===== src/rtl/fetch_pkg.sv =====
// -----------------------------------------------------------------------------
// fetch_pkg
// Shared types and helpers for the instruction-fetch front end.
//   INSTR_W        : width of an instruction word
//   PC_W           : PC width of the default (RV32) configuration
//   fetch_entry_t  : {pc, instr} pair as held in the prefetch buffer
//   cnt_width()    : bits needed to count 0..depth inclusive
// -----------------------------------------------------------------------------
package fetch_pkg;

    localparam int INSTR_W = 32;
    localparam int PC_W    = 32;

    // Buffered instruction together with the address it was fetched from.
    typedef struct packed {
        logic [PC_W-1:0]    pc;
        logic [INSTR_W-1:0] instr;
    } fetch_entry_t;

    function automatic int cnt_width(input int depth);
        return $clog2(depth + 1);
    endfunction

endpackage


===== src/rtl/fetch_unit_sync_fifo.sv =====
// -----------------------------------------------------------------------------
// sync_fifo
// Single-clock FIFO with synchronous flush and synchronous active-high reset.
// DEPTH must be a power of two so the pointers wrap naturally.
//   clk, rst     : clock and synchronous reset
//   push_i       : write push_data_i (accepted when not full, or full and popping)
//   push_data_i  : data to write
//   pop_i        : drop the head entry (ignored when empty)
//   flush_i      : empty the FIFO; overrides push and pop this cycle
//   head_o       : oldest entry (undefined when count_o == 0)
//   count_o      : number of stored entries, 0..DEPTH
// -----------------------------------------------------------------------------
module sync_fifo
    import fetch_pkg::*;
#(
    parameter int WIDTH = 32,
    parameter int DEPTH = 4
) (
    input  logic                         clk,
    input  logic                         rst,
    input  logic                         push_i,
    input  logic [WIDTH-1:0]             push_data_i,
    input  logic                         pop_i,
    input  logic                         flush_i,
    output logic [WIDTH-1:0]             head_o,
    output logic [cnt_width(DEPTH)-1:0]  count_o
);

    localparam int PTR_W = $clog2(DEPTH);
    localparam int CNT_W = cnt_width(DEPTH);

    logic [WIDTH-1:0] mem_q [DEPTH];
    logic [PTR_W-1:0] wr_ptr_q;
    logic [PTR_W-1:0] rd_ptr_q;
    logic [CNT_W-1:0] count_q;
    logic             do_push;
    logic             do_pop;

    assign do_pop  = pop_i && (count_q != '0);
    assign do_push = push_i && ((count_q != CNT_W'(DEPTH)) || do_pop);

    // NOTE: state registers use non-blocking assignments so every flop samples
    // the pre-edge values of the others, independent of block ordering.
    always_ff @(posedge clk) begin
        if (rst || flush_i) begin
            wr_ptr_q <= '0;
            rd_ptr_q <= '0;
            count_q  <= '0;
        end else begin
            if (do_push) wr_ptr_q <= wr_ptr_q + PTR_W'(1);
            if (do_pop)  rd_ptr_q <= rd_ptr_q + PTR_W'(1);
            count_q <= count_q + CNT_W'(do_push) - CNT_W'(do_pop);
        end
    end

    // NOTE: the storage array is deliberately not reset; the count and
    // pointers define which entries are meaningful, so this maps onto plain RAM.
    always_ff @(posedge clk) begin
        if (do_push && !flush_i) mem_q[wr_ptr_q] <= push_data_i;
    end

    assign head_o  = mem_q[rd_ptr_q];
    assign count_o = count_q;

endmodule


===== src/rtl/fetch_unit.sv =====
// -----------------------------------------------------------------------------
// fetch_unit
// Decoupled prefetching instruction-fetch stage. Issues sequential word
// fetches within a credit of DEPTH (outstanding + buffered), keeps issued PCs
// in a pend queue, pairs in-order responses with them into an instr queue and
// streams {pc, instr} to decode. A redirect flushes both queues and marks all
// in-flight fetches for discard.
//   clk, rst                    : clock, synchronous active-high reset
//   imem_req_valid/ready/addr   : fetch request channel (word-aligned address)
//   imem_rsp_valid/data         : in-order response, one per accepted request
//   redirect_valid/pc           : one-cycle restart at redirect_pc & ~3
//   instr_valid/ready/data/pc   : decode stream; data and pc are 0 when idle
// -----------------------------------------------------------------------------
module fetch_unit
    import fetch_pkg::*;
#(
    parameter int              XLEN     = 32,
    parameter int              DEPTH    = 4,
    parameter logic [XLEN-1:0] RESET_PC = '0
) (
    input  logic               clk,
    input  logic               rst,
    output logic               imem_req_valid,
    input  logic               imem_req_ready,
    output logic [XLEN-1:0]    imem_req_addr,
    input  logic               imem_rsp_valid,
    input  logic [INSTR_W-1:0] imem_rsp_data,
    input  logic               redirect_valid,
    input  logic [XLEN-1:0]    redirect_pc,
    output logic               instr_valid,
    input  logic               instr_ready,
    output logic [INSTR_W-1:0] instr_data,
    output logic [XLEN-1:0]    instr_pc
);

    localparam int CNT_W = cnt_width(DEPTH);

    // Same layout as fetch_entry_t, sized by this instance's XLEN.
    typedef struct packed {
        logic [XLEN-1:0]    pc;
        logic [INSTR_W-1:0] instr;
    } entry_t;

    logic [XLEN-1:0]  fetch_pc_q, fetch_pc_d;
    logic [CNT_W-1:0] outstanding_q, outstanding_d;
    logic [CNT_W-1:0] discard_q, discard_d;

    logic [CNT_W-1:0] pend_count;
    logic [CNT_W-1:0] instr_count;
    logic [XLEN-1:0]  pend_head;
    entry_t           instr_head;
    entry_t           rsp_entry;
    logic [CNT_W:0]   in_use;
    logic             req_fire;
    logic             rsp_fire;
    logic             rsp_keep;
    logic             buf_valid;

    // Credit covers both in-flight and buffered fetches, so neither queue can overflow.
    assign in_use         = {1'b0, outstanding_q} + {1'b0, instr_count};
    assign imem_req_valid = !rst && (in_use < (CNT_W+1)'(DEPTH));
    assign imem_req_addr  = fetch_pc_q;
    assign req_fire       = imem_req_valid && imem_req_ready;

    // A response with nothing outstanding is a protocol error and is ignored.
    assign rsp_fire  = !rst && imem_rsp_valid && (outstanding_q != '0);
    assign rsp_keep  = rsp_fire && (discard_q == '0);
    assign rsp_entry = '{pc: pend_head, instr: imem_rsp_data};

    assign buf_valid   = !rst && (instr_count != '0);
    assign instr_valid = buf_valid;
    assign instr_data  = buf_valid ? instr_head.instr : '0;
    assign instr_pc    = buf_valid ? instr_head.pc    : '0;

    // NOTE: combinational next-state uses blocking assignments with every
    // output given a default first, so no path leaves a variable unassigned
    // and no latch is inferred.
    always_comb begin
        fetch_pc_d    = fetch_pc_q;
        outstanding_d = outstanding_q + CNT_W'(req_fire) - CNT_W'(rsp_fire);
        discard_d     = discard_q;

        if (req_fire) fetch_pc_d = fetch_pc_q + XLEN'(4);
        if (rsp_fire && (discard_q != '0)) discard_d = discard_q - CNT_W'(1);

        // Everything still in flight after this cycle's updates belongs to the
        // old path, including a request accepted in this very cycle.
        if (redirect_valid) begin
            fetch_pc_d = redirect_pc & ~XLEN'(3);
            discard_d  = outstanding_d;
        end
    end

    always_ff @(posedge clk) begin
        if (rst) begin
            fetch_pc_q    <= RESET_PC;
            outstanding_q <= '0;
            discard_q     <= '0;
        end else begin
            fetch_pc_q    <= fetch_pc_d;
            outstanding_q <= outstanding_d;
            discard_q     <= discard_d;
        end
    end

    sync_fifo #(.WIDTH(XLEN), .DEPTH(DEPTH)) u_pend (
        .clk         (clk),
        .rst         (rst),
        .push_i      (req_fire && !redirect_valid),
        .push_data_i (fetch_pc_q),
        .pop_i       (rsp_keep && !redirect_valid),
        .flush_i     (redirect_valid),
        .head_o      (pend_head),
        .count_o     (pend_count)
    );

    sync_fifo #(.WIDTH($bits(entry_t)), .DEPTH(DEPTH)) u_instr (
        .clk         (clk),
        .rst         (rst),
        .push_i      (rsp_keep && !redirect_valid),
        .push_data_i (rsp_entry),
        .pop_i       (buf_valid && instr_ready),
        .flush_i     (redirect_valid),
        .head_o      (instr_head),
        .count_o     (instr_count)
    );

    // Simulation-only protocol and bookkeeping checks.
    always_ff @(posedge clk) begin
        if (!rst) begin
            assert (!(imem_rsp_valid && (outstanding_q == '0)));
            assert (pend_count == outstanding_q - discard_q);
        end
    end

endmodule


===== config.mk =====
export PLATFORM = sky130hd
export DESIGN_NAME = fetch_unit
export DESIGN_NICKNAME = d
export VERILOG_FILES = /design/src/rtl/fetch_pkg.sv /design/src/rtl/fetch_unit_sync_fifo.sv /design/src/rtl/fetch_unit.sv
export SDC_FILE = /design/constraint.sdc
export NUM_CORES = 1
export LEC_CHECK = 0
export CORE_UTILIZATION = 50
export CTS_BUF_LIST = sky130_fd_sc_hd__clkbuf_8
export CTS_CLUSTER_DIAMETER = 60
export DETAILED_ROUTE_END_ITERATION = 8
export GPL_ROUTABILITY_DRIVEN = 0
export GPL_TIMING_DRIVEN = 0
export PLACE_DENSITY = 0.77
export SYNTH_ARGS = -nofsm -noshare
export SYNTH_HDL_FRONTEND = slang
export SYNTH_SLANG_ARGS = --single-unit

===== constraint.sdc =====
create_clock -name clk -period 11.08 [get_ports clk]
set_input_delay 2.216 -clock clk [delete_from_list [all_inputs] [get_ports clk]]
set_output_delay 2.216 -clock clk [all_outputs]
set_load 0.05 [all_outputs]

==> results of run 1 <==
## synthesized netlist by cell type (3+ instances only)
cell type,n
nand2_1,25
clkbuf_1,28
and2_1,78
nor3_1,10
nand4_1,15
xor2_1,5
nor4b_1,3
inv_1,23
or3_1,4
mux4_2,92
fa_1,3
edfxtp_1,368
ha_1,19
or4_1,3
xnor2_1,31
and3_1,4
a21oi_1,4
nor2_1,40
buf_1,4
nand3_1,12
and4_1,3
dfxtp_1,54
nor2b_1,5
buf_4,4
buf_2,7
nor4_1,9
a211oi_1,20
## flip-flops by register name (all words and copies together) (netlist names), named ones only
register,flops
discard_q,3
u_instr.wr_ptr_q,2
u_pend.wr_ptr_q,2
outstanding_q,3
u_pend.mem_q,120
u_instr.count_o,3
u_instr.mem_q,248
u_pend.rd_ptr_q,2
imem_req_addr,30
u_pend.count_o,3
u_instr.rd_ptr_q,2
## cell families after synthesis
kind of cell	share of synthesized area
adders and majority gates	0.0178
xor gates and xnor gates	0.0189
AOI/OAI and AO/OA	0.0208
buffers and inverters	0.0180
other	0.000224
and+or+nand+nor	0.0738
muxes	0.125
DFF	0.725
## worst paths after layout
| path | endpoint | slack, ns | cells after the start |
|---|---|---|---|
| worst min register to register | u_pend.rd_ptr_q[1] | 0.54 | 2 |
| worst max-delay path | instr_pc[12] | 4.27 | 6 |
| worst min-delay path | u_pend.rd_ptr_q[1] | 0.54 | 2 |
| worst max register to register | u_pend.mem_q[2][20] | 7.91 | 7 |
## where the power goes
part           switching (mW)  internal, mW
Clock                   0.580         0.648
Sequential             0.0316          1.76
Combinational           0.130        0.0933
Total                   0.742          2.51
## layout make-up
class,count,area [um^2]
flip-flops and latches,422,12100
clock buffers,72,991
repair buffers,164,1710
plain buffers,45,208
inverters,25,93.8
multi-input cells,418,4320
fillers,2338,12400
well taps,442,553
clock inverters,47,254
## through the flow
step           utilization  hold WS (ns)  instances  setup slack, ns  instance area, um^2
2_1_floorplan            -         0.485        910             5.31                16700
3_3_place_gp         0.578         0.502       1512             4.21                18900
3_5_place_dp         0.581         0.511       1516             4.21                19000
4_1_cts              0.620         0.529       1635             4.21                20300
5_1_grt              0.620         0.584       1635             4.11                20300
6_report             0.620         0.538       1635             4.27                20300
## routing by layer
layer,up-vias,GRT usage,wire [um]
met2,374,0.342,16900
met1,4628,0.275,14400
li1,4058,-,-
met3,61,0.0427,2520
met4,0,0.0757,745
met5,-,0,0
## cells in the final DEF (no fill, tap or decap), types with 5 or more instances in the layout
master	n
clkbuf_8	72
nor4_1	9
xnor2_1	31
nor2_1	40
xor2_1	5
nor2b_1	5
nand4_1	15
and2_1	70
nand2_1	25
clkinv_2	7
clkdlybuf4s50_1	160
nor3_1	10
buf_2	7
clkbuf_1	28
dfxtp_1	54
edfxtp_1	368
a211oi_1	20
clkinv_1	14
ha_1	19
nand3_1	12
mux4_2	92
inv_1	44
## critical path: stages
cell,delay (ns)
buf_6,0.12
nor2_1,0.21
clkbuf_1,0.55
clkbuf_1,0.41
and2_1,0.20
clkdlybuf4s50_1,0.87
==> summary.md, run 1 <==
| Metric | Value |
|---|---|
| Clock buffer count from CTS | 68 |
| PwrDens | 160 nW/um^2 |
| Req. time, crit path | 8.86 ns |
| Full die area | 34200 um^2 |
| Period utilisation layout | 0.614 |
| Status | finished clean |
| Clock root cell | clkbuf_8 |
| Worst VDD drop | 0.0791 mV |
| Cell count after synthesis | 907 |
| Crit start category | primary input |
| Largest net degree at the start of global routing | 48 |
| Vias per inst | 5.58 |
| Fmax achieved | 0.147 GHz |
| WS Path Type | in2out |
| Post-synthesis sequential area ratio | 0.725 |
| Endpoint arrival time on the critical path | 4.59 ns |
| Slew Viols, Final | 0 |
| Row cnt | 66 |
| Fraction of layout cells with a size suffix above 1 | 0.177 |
| Reg clk slew, reported paths | 0.06 ns |
| Vias | 9121 |
| # diodes | 0 |
| Post-layout power | 3.25 mW |
| Gr usage total | 0.208 |
| Leakage | 6.51 nW |
| First-pass GRT wire length | 52700 um |
| Layout Nets | 1236 |
| Top cells by area, synth | edfxtp_1, mux4_2, dfxtp_1 |
| Worst slew pin tran | 0.936 ns |
| Critical Path Fanout Max | 10 |
| Share of flip-flops with an asynchronous set or reset | 0 |
| Hold_buf cts | 0 |
| Post-Syn Area per Cell | 18.4 um^2 |
| Crit path from | rst |
| Setup bufs post-CTS | 0 |
| Clk_lat worst skew | 0.58 ns |
| Flops & latches, synth | 422 |
| Tmin final | 6.81 ns |
| Worst Hold Class | reg2reg |
| Drt pass-1 iters | 5 |
| Core area | 32700 um^2 |
| Setup violations, final | 0 |
| Antenna-violating nets left | 0 |
| Worst R2R Start | u_instr.count_o[2] |
| CP Capture Type | output pin |
| Cell area after synthesis | 16700 um^2 |
| Cell taking the most area after synthesis | edfxtp_1 |
| Hold Fails Final Rpt | 0 |
| RSZ-0062 raised after global routing | no |
| Synth warn | 0 |
| Yosys top cell area share | 0.661 |
| Ys flop type | edfxtp_1 |
| Hold_sp | u_pend.rd_ptr_q[1] |
| Worst slew margin | 0.376 |
| Final TNS setup | 0 ns |
| Routed WL | 34600 um |
| Remaining DRCs | 0 |
| Buffers on Ports | 160 |
| Clock sinks | 422 |
| I/O Pins | 168 |
| Vias in the first global route | 9305 |
| CTS tree | done |
| Netlist cell types | 51 |
| Die extent in y | 185 um |
| Max Root-Sink Buffers | 3 |
| P&R area growth vs syn | 21.1% |
| Post-DR wirelength/cell | 21.2 um |
| Post-synth EDFFs | 368 |
| Initial core utilization | 0.511 |
| Die Span X | 185 um |
| Post-DP HPWL | 22400 um |
| Total grt overflow | 0 |
| Initial drt markers | 665 |
| Clk_skew | 0.0272 ns |
| Post-cts gate resize count | 0 |
| Initial antenna violation count | 0 |
| Max_cap viols | 0 |
| H-tree levels | 3 |
No activity file was read; power rests on OpenSTA's default activity.
==> run 2: changes to the inputs <==
- clock period: 11.08 -> 6.75 ns (I/O delays scaled with it)
==> results of run 2 <==
The final DEF is identical to that of run 1. Status: finished clean.
Main changes from that run: setup slack after placement 4.21 ns -> 1.61 ns; setup slack after layout 4.27 ns -> 1.68 ns; register-to-register setup slack 7.91 ns -> 3.58 ns; total power 3.25 mW -> 5.33 mW; worst IR drop on VDD 0.0791 mV -> 0.130 mV
==> run 3: changes to the inputs <==
- clock period: 6.75 -> 5.3 ns (I/O delays scaled with it)
==> results of run 3 <==
The final DEF is identical to that of run 1. Status: finished clean.
Main changes from that run: setup slack after placement 4.21 ns -> 0.741 ns; setup slack after layout 4.27 ns -> 0.807 ns; register-to-register setup slack 7.91 ns -> 2.13 ns; total power 3.25 mW -> 6.79 mW; worst IR drop on VDD 0.0791 mV -> 0.165 mV
==> RTL edit (config.mk and constraints of run 3) <==
Make the reset (`rst`) asynchronous in one clocked block. Comments in the files are not updated.
--- a/src/rtl/fetch_unit.sv
+++ b/src/rtl/fetch_unit.sv
@@ -91,7 +91,7 @@
         end
     end
 
-    always_ff @(posedge clk) begin
+    always_ff @(posedge clk or posedge rst) begin
         if (rst) begin
             fetch_pc_q    <= RESET_PC;
             outstanding_q <= '0;
Formal check against the unedited RTL: differs if rst is asserted again (counterexample within 4 cycles, from zero or initial values and one cycle with rst high); with rst held inactive, the same outputs for 4 cycles.
==> RTL edit against run 3 <==
- final area grew 1.2%
- die area grew 1.2%
- sequential cell count is the same
- total power grew 2.8%
- synthesized cell count grew 2.1%
- worst setup slack lost 250 ps
- routed wire length shrank 2.5%
- synthesized area grew 1.2%
- critical endpoint is now instr_pc[22]
==> RTL edit: results (changes against run 3) <==
Outcome
  • Status: finished, final reports clean

Clock network
  • Clk sinks: 422 (unchanged)
  • Clk slew on worst S/H paths: 60 ps (about the same)
  • H-tree levels: 3 (unchanged)
  • Postcts setup bufs: 0 (unchanged)
  • TritonCTS Buffers: 70 (+2.9%)
  • CTS resizes: 0 (unchanged)

Worst setup path
  • Crit-path leading delay family: buffers and inverters
  • FF-to-FF End: discard_q[2]
  • Crit Path Class: reg -> out
  • Crit path max-delay cell type: buf_1
  • Reg2Reg Setup Slack: 1250 ps (-880 ps)
  • FF-to-FF path depth: 14 (+7)
  • Setup crit end: instr_pc[22]
  • Reg2reg start: u_instr.count_o[2]
  • Crit path max fanout: 10 (unchanged)
  • Crit path largest cell delay: 710 ps (-160 ps)

Drt
  • Vias: 9,319 (+2.2%)
  • Drt first-iter violations: 610 (-8.3%)
  • Routed wire length: 33.76 mm (-2.5%)
  • Drt pass-1 iters: 6 (+1)
  • Vias per inst: 5.590 (+0.21%)

GRT
  • GR Layer Usage met2: 0.3242 (-0.01763)
  • Initial antenna violation count: 0 (unchanged)
  • M1 GR Usage: 0.2725 (-0.002536)
  • First-pass GRT wire length: 51.88 mm (-1.6%)
  • Largest net degree at the start of global routing: 59 (+23%)
  • Met3 usage: 0.03933 (-0.003339)
  • Number of global-route vias before repair: 9,425 (+1.3%)
  • All-Layer GR Usage: 0.2017 (-0.006163)

Place
  • DP Wirelength: 21.57 mm (-3.6%)
  • Placed inst area: 0.01922 mm² (+1.1%)
  • Placed cell count: 1,541 (+1.6%)
  • Place WS: 813.1 ps (+71.88 ps)

Hold path
  • Hold_sp: u_pend.rd_ptr_q[1]
  • Hold Path Sink: u_pend.rd_ptr_q[1]
  • Worst Hold Path Cells: 1 (-1)

Pwr
  • Net Sw Frac: 0.2370 (+0.008626)
  • Comb pwr share: 0.080 (+0.011)
  • Leak: 6.694 nW (+2.9%)
  • Seq power: 0.00381 W (+2%)
  • Worst IR drop on VDD: 330.6 µV (+100%)
  • Flop pwr share: 0.546 (-0.007)

Synth
  • Area contributors post-synth: edfxtp_1, mux4_2, dfrtp_1, and2_1, dfxtp_1
  • Syn Area/Cell: 18.27 µm² (-0.89%)
  • Number of synthesized flops with an enable pin: 368 (unchanged)
  • Seq/Total Area, Yosys: 0.7275 (+0.002119)
  • Post-synth top cells: edfxtp_1, mux4_2, and2_1
  • Yosys cell types: 47 (-7.8%)
  • Synth async-reset ratio: 0.08531 (+0.08531)
  • Yosys warns: 0 (unchanged)

Final layout
  • P&R area growth vs syn: 21.21% (about the same)
  • Filler Cells Inserted: 2,371 (+1.4%)
  • Layout Nets: 1,257 (+1.7%)
  • Max reg flops: 248 (unchanged)
  • Fraction of layout cells with a size suffix above 1: 0.1723 (-0.004593)

Timing
  • Hold_ws: 493.1 ps (-44.82 ps)
  • Worst Tran Pin Value: 877.7 ps (-58.42 ps)
  • Tcrit/Tclk final: 0.8948 (+0.04699)
  • Max Clock Skew: 30.37 ps (+3.158 ps)
RTL edit: cell types whose count changed after synthesis, sizes merged, moves of 13 or more:
cell	run 3	this run
dfrtp	0	36
dfxtp	54	18
a211oi	21	0
xnor2	31	11
or4	3	18
o21ai	0	14
a31oi	1	14
o31ai	2	15
RTL edit: layer usage:
metal | up-vias | share of wire
met1 | 4730 | 0.43
li1 | 4189 | -
met2 | 340 | 0.48
met4 | 0 | 0.024
met5 | - | 0
met3 | 60 | 0.065
RTL edit: kinds of logic after synthesis:
kind of cell	after synthesis	share of synthesized area
AOI/OAI and AO/OA	65	0.02558
DFF	422	0.7275
xor gates and xnor gates	15	0.007763
muxes	96	0.1249
buffers and inverters	67	0.01664
and+or+nand+nor	238	0.07978
adders and majority gates	22	0.01760
other	1	0.0002216
RTL edit: area by class of cell:
type,count,area share
buffer,43,0.009333
multi-input combinational,440,0.2129
tap,448,0.02733
clock buffer,77,0.05167
sequential,422,0.6002
clock inverter,49,0.01141
inverter,24,0.004392
timing repair buffer,164,0.08271
